[src/rtl/morse_tx_encoder.sv]
// -----------------------------------------------------------------------------
// morse_tx_encoder
// Accepts one display-encoded symbol per valid/ready handshake and keys the
// corresponding ITU Morse pattern on key_out with unit-based timing.
//
// Ports:
//   clk        system clock
//   rst        asynchronous, active-high reset
//   sym_in     symbol code (0x00-0x09 digits, 0x0A-0x23 A-Z, 0x3F word space)
//   sym_valid  source has a symbol
//   sym_ready  block can accept (IDLE only)
//   key_out    Morse key, 1 = mark
//   busy       high in every state except IDLE
//   done       one-cycle pulse when a symbol or word space completes
//   err        one-cycle pulse when an unsupported code is accepted
// -----------------------------------------------------------------------------
module morse_tx_encoder #(
   parameter int unsigned UNIT_CYCLES = 5000000,
   parameter int unsigned CNT_W       = 23
) (
   input  logic       clk,
   input  logic       rst,
   input  logic [5:0] sym_in,
   input  logic       sym_valid,
   output logic       sym_ready,
   output logic       key_out,
   output logic       busy,
   output logic       done,
   output logic       err
);

   localparam logic [5:0]       WORD_CODE = 6'h3F;
   localparam logic [CNT_W-1:0] UNIT_LAST = CNT_W'(UNIT_CYCLES - 1);

   typedef enum logic [2:0] {
      S_IDLE,
      S_MARK,
      S_ELEM_GAP,
      S_CHAR_GAP,
      S_WORD_GAP
   } state_t;

   state_t           r_state;
   logic [CNT_W-1:0] r_unit_cnt;
   logic [2:0]       r_units;
   logic [4:0]       r_pat;
   logic [2:0]       r_left;
   logic             r_key;
   logic             r_busy;
   logic             r_done;
   logic             r_err;
   logic             r_ready;

   logic [2:0]       w_rom_len;
   logic [4:0]       w_rom_pat;
   logic [2:0]       w_units_max;
   logic             w_unit_end;
   logic             w_state_end;

   // Pattern ROM: length 0 marks an unsupported code; bits left-aligned, 1 = dash
   always_comb begin
      {w_rom_len, w_rom_pat} = {3'd0, 5'b00000};
      case (sym_in)
         6'h00: {w_rom_len, w_rom_pat} = {3'd5, 5'b11111};
         6'h01: {w_rom_len, w_rom_pat} = {3'd5, 5'b01111};
         6'h02: {w_rom_len, w_rom_pat} = {3'd5, 5'b00111};
         6'h03: {w_rom_len, w_rom_pat} = {3'd5, 5'b00011};
         6'h04: {w_rom_len, w_rom_pat} = {3'd5, 5'b00001};
         6'h05: {w_rom_len, w_rom_pat} = {3'd5, 5'b00000};
         6'h06: {w_rom_len, w_rom_pat} = {3'd5, 5'b10000};
         6'h07: {w_rom_len, w_rom_pat} = {3'd5, 5'b11000};
         6'h08: {w_rom_len, w_rom_pat} = {3'd5, 5'b11100};
         6'h09: {w_rom_len, w_rom_pat} = {3'd5, 5'b11110};
         6'h0A: {w_rom_len, w_rom_pat} = {3'd2, 5'b01000}; // A
         6'h0B: {w_rom_len, w_rom_pat} = {3'd4, 5'b10000}; // B
         6'h0C: {w_rom_len, w_rom_pat} = {3'd4, 5'b10100}; // C
         6'h0D: {w_rom_len, w_rom_pat} = {3'd3, 5'b10000}; // D
         6'h0E: {w_rom_len, w_rom_pat} = {3'd1, 5'b00000}; // E
         6'h0F: {w_rom_len, w_rom_pat} = {3'd4, 5'b00100}; // F
         6'h10: {w_rom_len, w_rom_pat} = {3'd3, 5'b11000}; // G
         6'h11: {w_rom_len, w_rom_pat} = {3'd4, 5'b00000}; // H
         6'h12: {w_rom_len, w_rom_pat} = {3'd2, 5'b00000}; // I
         6'h13: {w_rom_len, w_rom_pat} = {3'd4, 5'b01110}; // J
         6'h14: {w_rom_len, w_rom_pat} = {3'd3, 5'b10100}; // K
         6'h15: {w_rom_len, w_rom_pat} = {3'd4, 5'b01000}; // L
         6'h16: {w_rom_len, w_rom_pat} = {3'd2, 5'b11000}; // M
         6'h17: {w_rom_len, w_rom_pat} = {3'd2, 5'b10000}; // N
         6'h18: {w_rom_len, w_rom_pat} = {3'd3, 5'b11100}; // O
         6'h19: {w_rom_len, w_rom_pat} = {3'd4, 5'b01100}; // P
         6'h1A: {w_rom_len, w_rom_pat} = {3'd4, 5'b11010}; // Q
         6'h1B: {w_rom_len, w_rom_pat} = {3'd3, 5'b01000}; // R
         6'h1C: {w_rom_len, w_rom_pat} = {3'd3, 5'b00000}; // S
         6'h1D: {w_rom_len, w_rom_pat} = {3'd1, 5'b10000}; // T
         6'h1E: {w_rom_len, w_rom_pat} = {3'd3, 5'b00100}; // U
         6'h1F: {w_rom_len, w_rom_pat} = {3'd4, 5'b00010}; // V
         6'h20: {w_rom_len, w_rom_pat} = {3'd3, 5'b01100}; // W
         6'h21: {w_rom_len, w_rom_pat} = {3'd4, 5'b10010}; // X
         6'h22: {w_rom_len, w_rom_pat} = {3'd4, 5'b10110}; // Y
         6'h23: {w_rom_len, w_rom_pat} = {3'd4, 5'b11000}; // Z
         default: {w_rom_len, w_rom_pat} = {3'd0, 5'b00000};
      endcase
   end

   // Last unit index of the current state; the current element is r_pat[4]
   always_comb begin
      w_units_max = 3'd0;
      case (r_state)
         S_MARK:     w_units_max = r_pat[4] ? 3'd2 : 3'd0;
         S_ELEM_GAP: w_units_max = 3'd0;
         S_CHAR_GAP: w_units_max = 3'd2;
         S_WORD_GAP: w_units_max = 3'd6;
         default:    w_units_max = 3'd0;
      endcase
   end

   // With UNIT_CYCLES=1 the counter stays at 0 and every cycle ends a unit
   assign w_unit_end  = (r_unit_cnt == UNIT_LAST);
   assign w_state_end = w_unit_end && (r_units == w_units_max);

   // Main FSM with registered outputs
   always_ff @(posedge clk or posedge rst) begin
      if (rst) begin
         r_state    <= S_IDLE;
         r_unit_cnt <= '0;
         r_units    <= 3'd0;
         r_pat      <= 5'b00000;
         r_left     <= 3'd0;
         r_key      <= 1'b0;
         r_busy     <= 1'b0;
         r_done     <= 1'b0;
         r_err      <= 1'b0;
         r_ready    <= 1'b1;
      end else begin
         r_done <= 1'b0;
         r_err  <= 1'b0;

         // Timebase runs in every timed state; a state change restarts it
         if (r_state != S_IDLE) begin
            if (w_state_end) begin
               r_unit_cnt <= '0;
               r_units    <= 3'd0;
            end else if (w_unit_end) begin
               r_unit_cnt <= '0;
               r_units    <= r_units + 3'd1;
            end else begin
               r_unit_cnt <= r_unit_cnt + CNT_W'(1);
            end
         end

         case (r_state)
            S_IDLE: begin
               if (sym_valid) begin
                  if (sym_in == WORD_CODE) begin
                     r_state <= S_WORD_GAP;
                     r_busy  <= 1'b1;
                     r_ready <= 1'b0;
                  end else if (w_rom_len != 3'd0) begin
                     r_state <= S_MARK;
                     r_pat   <= w_rom_pat;
                     r_left  <= w_rom_len - 3'd1;
                     r_key   <= 1'b1;
                     r_busy  <= 1'b1;
                     r_ready <= 1'b0;
                  end else begin
                     r_err <= 1'b1;
                  end
               end
            end

            S_MARK: begin
               if (w_state_end) begin
                  r_key <= 1'b0;
                  if (r_left != 3'd0) begin
                     r_state <= S_ELEM_GAP;
                     r_pat   <= {r_pat[3:0], 1'b0};
                     r_left  <= r_left - 3'd1;
                  end else begin
                     r_state <= S_CHAR_GAP;
                  end
               end
            end

            S_ELEM_GAP: begin
               if (w_state_end) begin
                  r_state <= S_MARK;
                  r_key   <= 1'b1;
               end
            end

            S_CHAR_GAP, S_WORD_GAP: begin
               if (w_state_end) begin
                  r_state <= S_IDLE;
                  r_busy  <= 1'b0;
                  r_ready <= 1'b1;
                  r_done  <= 1'b1;
               end
            end

            default: begin
               r_state <= S_IDLE;
               r_key   <= 1'b0;
               r_busy  <= 1'b0;
               r_ready <= 1'b1;
            end
         endcase
      end
   end

   assign sym_ready = r_ready;
   assign key_out   = r_key;
   assign busy      = r_busy;
   assign done      = r_done;
   assign err       = r_err;

endmodule

[config.mk]
export PLATFORM = sky130hd
export DESIGN_NAME = morse_tx_encoder
export DESIGN_NICKNAME = d
export VERILOG_FILES = /design/src/rtl/morse_tx_encoder.sv
export SDC_FILE = /design/constraint.sdc
export NUM_CORES = 1
export LEC_CHECK = 0
export ABC_AREA = 1
export BUFFER_PORTS_ARGS = -buffer_cell sky130_fd_sc_hd__buf_2
export CORE_ASPECT_RATIO = 0.7
export CORE_MARGIN = 1.5
export CORE_UTILIZATION = 34
export DETAILED_ROUTE_END_ITERATION = 7
export GPL_ROUTABILITY_DRIVEN = 0
export SYNTH_ARGS = -nofsm -noshare
export SYNTH_HDL_FRONTEND = slang
export SYNTH_SLANG_ARGS = --single-unit
[constraint.sdc]
create_clock -name clk -period 1.91 [get_ports clk]
set_clock_uncertainty 0.2 [all_clocks]
set_input_delay 0 -clock clk [delete_from_list [all_inputs] [get_ports clk]]
set_output_delay 0 -clock clk [all_outputs]
set_load 0.05 [all_outputs]
==> metrics.txt <==
Layout area overhead 32.54%; final hold violation count 0; total power draw roughly 0.0045 W; Clock Sinks 42; footprint of the multi-input gates ~0.0018 mm2; Critical Path Source Type flip-flop; Rows 28; cell count after synthesis 426; Worst path most repeated cell nand2_4; H-tree depth 2; PwrDens between 1000 and 1500 mW/mm2; Reg2Reg Depth 12; area share of the largest cell type after synthesis around a third; synthesized cell area just over 0.003 mm2; detailed placement HPWL 6025 um; number of flops mapped to enable cells by yosys 0; Vias per Instance 4.952; Clk pin slew, worst setup/hold paths around 60 ps; fraction of the cycle the final worst path needs 103.3%; mean area per synthesized cell 7.122 um2; post-synth cell types 38; Logic pwr share approximately half; initial drt markers roughly 300; Async SR Flop Fraction between 90% and 100%; min Tclk post-route roughly 2000 ps; Non-Filler Instances 626; Clock Power Share between 20% and 30%; WL per Instance 12.82 um; initial antenna violation count 0; synth warn 0; filler cell count in the final layout ~840; largest net degree at the start of global routing 24; Die ar. 0.009509 mm2; placed instance count a little over 600; WS Path Type reg -> reg; top cell type by total area after synthesis dfrtp_1; crit-path leading delay family simple AND/OR/NAND/NOR gates; Final setup viols 15; worst-path fanout max 8; failing checks negative setup slack; Sequential Area roughly 0.0011 mm2; number of I/O port buffers 13; Critical Path Max Stage Delay slightly below 400 ps; vias in the first global route roughly 2800; syn_nets 444; Critical Path, Cell by Cell ha_4 > inv_4 > nor2_4 > nand2_4 > nor2_4 > nand2_4 > nor2_4 > nand2_4 > a21oi_4 > nand2_4 > nand2_1 > o21ai_2; worst slew pin tran about 470 ps; CP Data Arrival Time approximately 2000 ps; Synth Flop Type dfrtp_1; post-synthesis sequential area ratio a little over a third; synth top area cells dfrtp_1, nand2_1, nand3_1, inv_1, nor2_1; worst skew pair latency around 290 ps; CTS tree yes; NetSw 0.001881 W; detailed-route via count between 3000 and 4000; R2R Path End r_pat[4]; Max IR drop VDD 0.0008783 V; CP max-delay cell dfrtp_1; Final Core Density around 47%; first-pass GRT wire length 13370 um; element type at the critical path end flip-flop; setup ws final -63.04 ps; final wirelength 8028 um; ant diodes 0; DRT antenna net count 0; clk buf depth 2; DRT Pass-1 Iters 5; CP Data Required Time 1890 ps; LEAKAGE around 2.1 nW; synthesis-stage register bit count between 40 and 50; Slew Limit Fails 0; Die W ~120 um; commonest cells in the synthesized netlist nand2_1, nand3_1, inv_1; Sw Ratio 41.67%; most common cell in the netlist nand2_1; sequential share of power approximately 28%; Nets between 500 and 600; P_int 0.002634 W; unrepaired setup endpoints after global routing true; gr usage total between 10% and 20%; status finished, violations left; number of CTS-inserted buffers 5; height of the die slightly above 80 um; DR DRC count 0; worst path bufs/invs 1; FF-to-FF Start r_unit_cnt[1]; # IOs 14; Hold Crit Class in -> async; # Max-Cap Violations 0; clk root buf clkbuf_16; Initial Util between 30% and 40%; Core Region around 0.0085 mm2; proportion of layout cells with a drive suffix above 1 29.25%; Worst slew margin about two thirds; Peak Freq between 500 and 600 MHz; r2r setup slk -60 ps; design area 0.004021 mm2; placed inst area 0.003621 mm2; gr ovfl total 0
==> worst reg2reg max path, delay by kind of cell, from the launching register on <==
| kind | cells | cell delay [ps] |
|---|---|---|
| buf+inv | 1 | 40 |
| compound gates | 2 | 280 |
| fa+ha+maj | 1 | 180 |
| simple gates | 8 | 790 |
| flops | 1 | 390 |
==> registers in the layout, indices dropped and copies added (netlist names) <==
name,cells
r_pat,5
r_units,3
busy,1
key_out,1
r_unit_cnt,23
sym_ready,1
r_left,3
err,1
r_state,3
done,1
==> cell type report <==
type	count	area share [%]
timing repair buffer	81	15.15
clock buffer	5	3.111
inverter	58	5.476
multi-input combinational	317	45.33
sequential	42	26.20
clock inverter	3	0.9956
tap	120	3.734
==> logic make-up after synthesis <==
family,after synthesis,synth area share [%]
simple gates,245,38.14
buf+inv,68,9.278
compound gates,48,10.14
flops,42,34.68
xor+xnor,14,4.041
fa+ha+maj,9,3.711
==> layer usage <==
metal | global-route usage [%] | share of wire [%] | routed length (um)
met4 | 3.049 | 0.64 | 51
met3 | 5.535 | 8.0 | 645
met5 | 0 | 0 | 0
met1 | 28.19 | 53 | 4256
met2 | 24.29 | 38 | 3075
==> power groups by stage <==
stage / logic [W] / registers [W] / clock network [W]
after floorplan: 0.00135 / 0.00137 / 0
after detailed placement: 0.00201 / 0.00128 / 0
final: 0.00225 / 0.00128 / 0.000983
after global placement: 0.00198 / 0.00127 / 0
after global routing: 0.00249 / 0.00131 / 0.00104
after CTS: 0.00210 / 0.00128 / 0.00100
==> stage by stage <==
step | hold WS, ps | TNS (ps) | worst slack [ps]
floorplan | -93.77 | -26.75 | -9.740
global placement | -149.5 | -50.97 | -12.40
detailed placement | -157.8 | -658.7 | -77.43
CTS | 78.38 | -233.3 | -42.56
global route | 108.1 | -2658 | -170.7
finish | 66.15 | -567.0 | -63.04
==> cell usage in the layout (no fill, tap or decap), types with 4 or more instances in the layout <==
| cell | instances |
|---|---|
| xnor2_1 | 6 |
| nand2_4 | 6 |
| o21ai_0 | 18 |
| buf_2 | 13 |
| nand4_1 | 13 |
| nor3_2 | 4 |
| ha_1 | 8 |
| inv_1 | 47 |
| dlygate4sd3_1 | 4 |
| dfrtp_1 | 40 |
| xor2_1 | 8 |
| nor4_1 | 4 |
| nand2_1 | 89 |
| inv_2 | 9 |
| buf_4 | 60 |
| nand3_1 | 46 |
| nor3_1 | 6 |
| o21ai_2 | 7 |
| nand3_2 | 5 |
| nor2_4 | 6 |
| nor2_2 | 5 |
| nand2_2 | 10 |
| a21oi_1 | 10 |
| nor2_1 | 44 |
| clkbuf_16 | 5 |
==> what timing repair did <==
action,4_1_cts,5_1_grt
hold buffers,4,0
setup buffers,1,8
gates resized for setup,6,25
gates cloned,1,0
endpoints found under the setup margin,13,26
pin swaps,5,7
endpoints found under the hold margin,45,0
==> how the worst max path moves through the flow <==
stage,startpoint,to,slack (ps),cells after the start
floorplan,r_unit_cnt[1],r_left[0],-10,13
finish,r_unit_cnt[1],r_pat[4],-60,12
detailed placement,r_unit_cnt[0],r_pat[4],-80,12
global route,r_unit_cnt[1],r_state[2],-170,12
global placement,r_unit_cnt[1],r_pat[3],-10,12
CTS,r_unit_cnt[1],r_pat[4],-40,12
No activity file was read; power rests on OpenSTA's default activity.
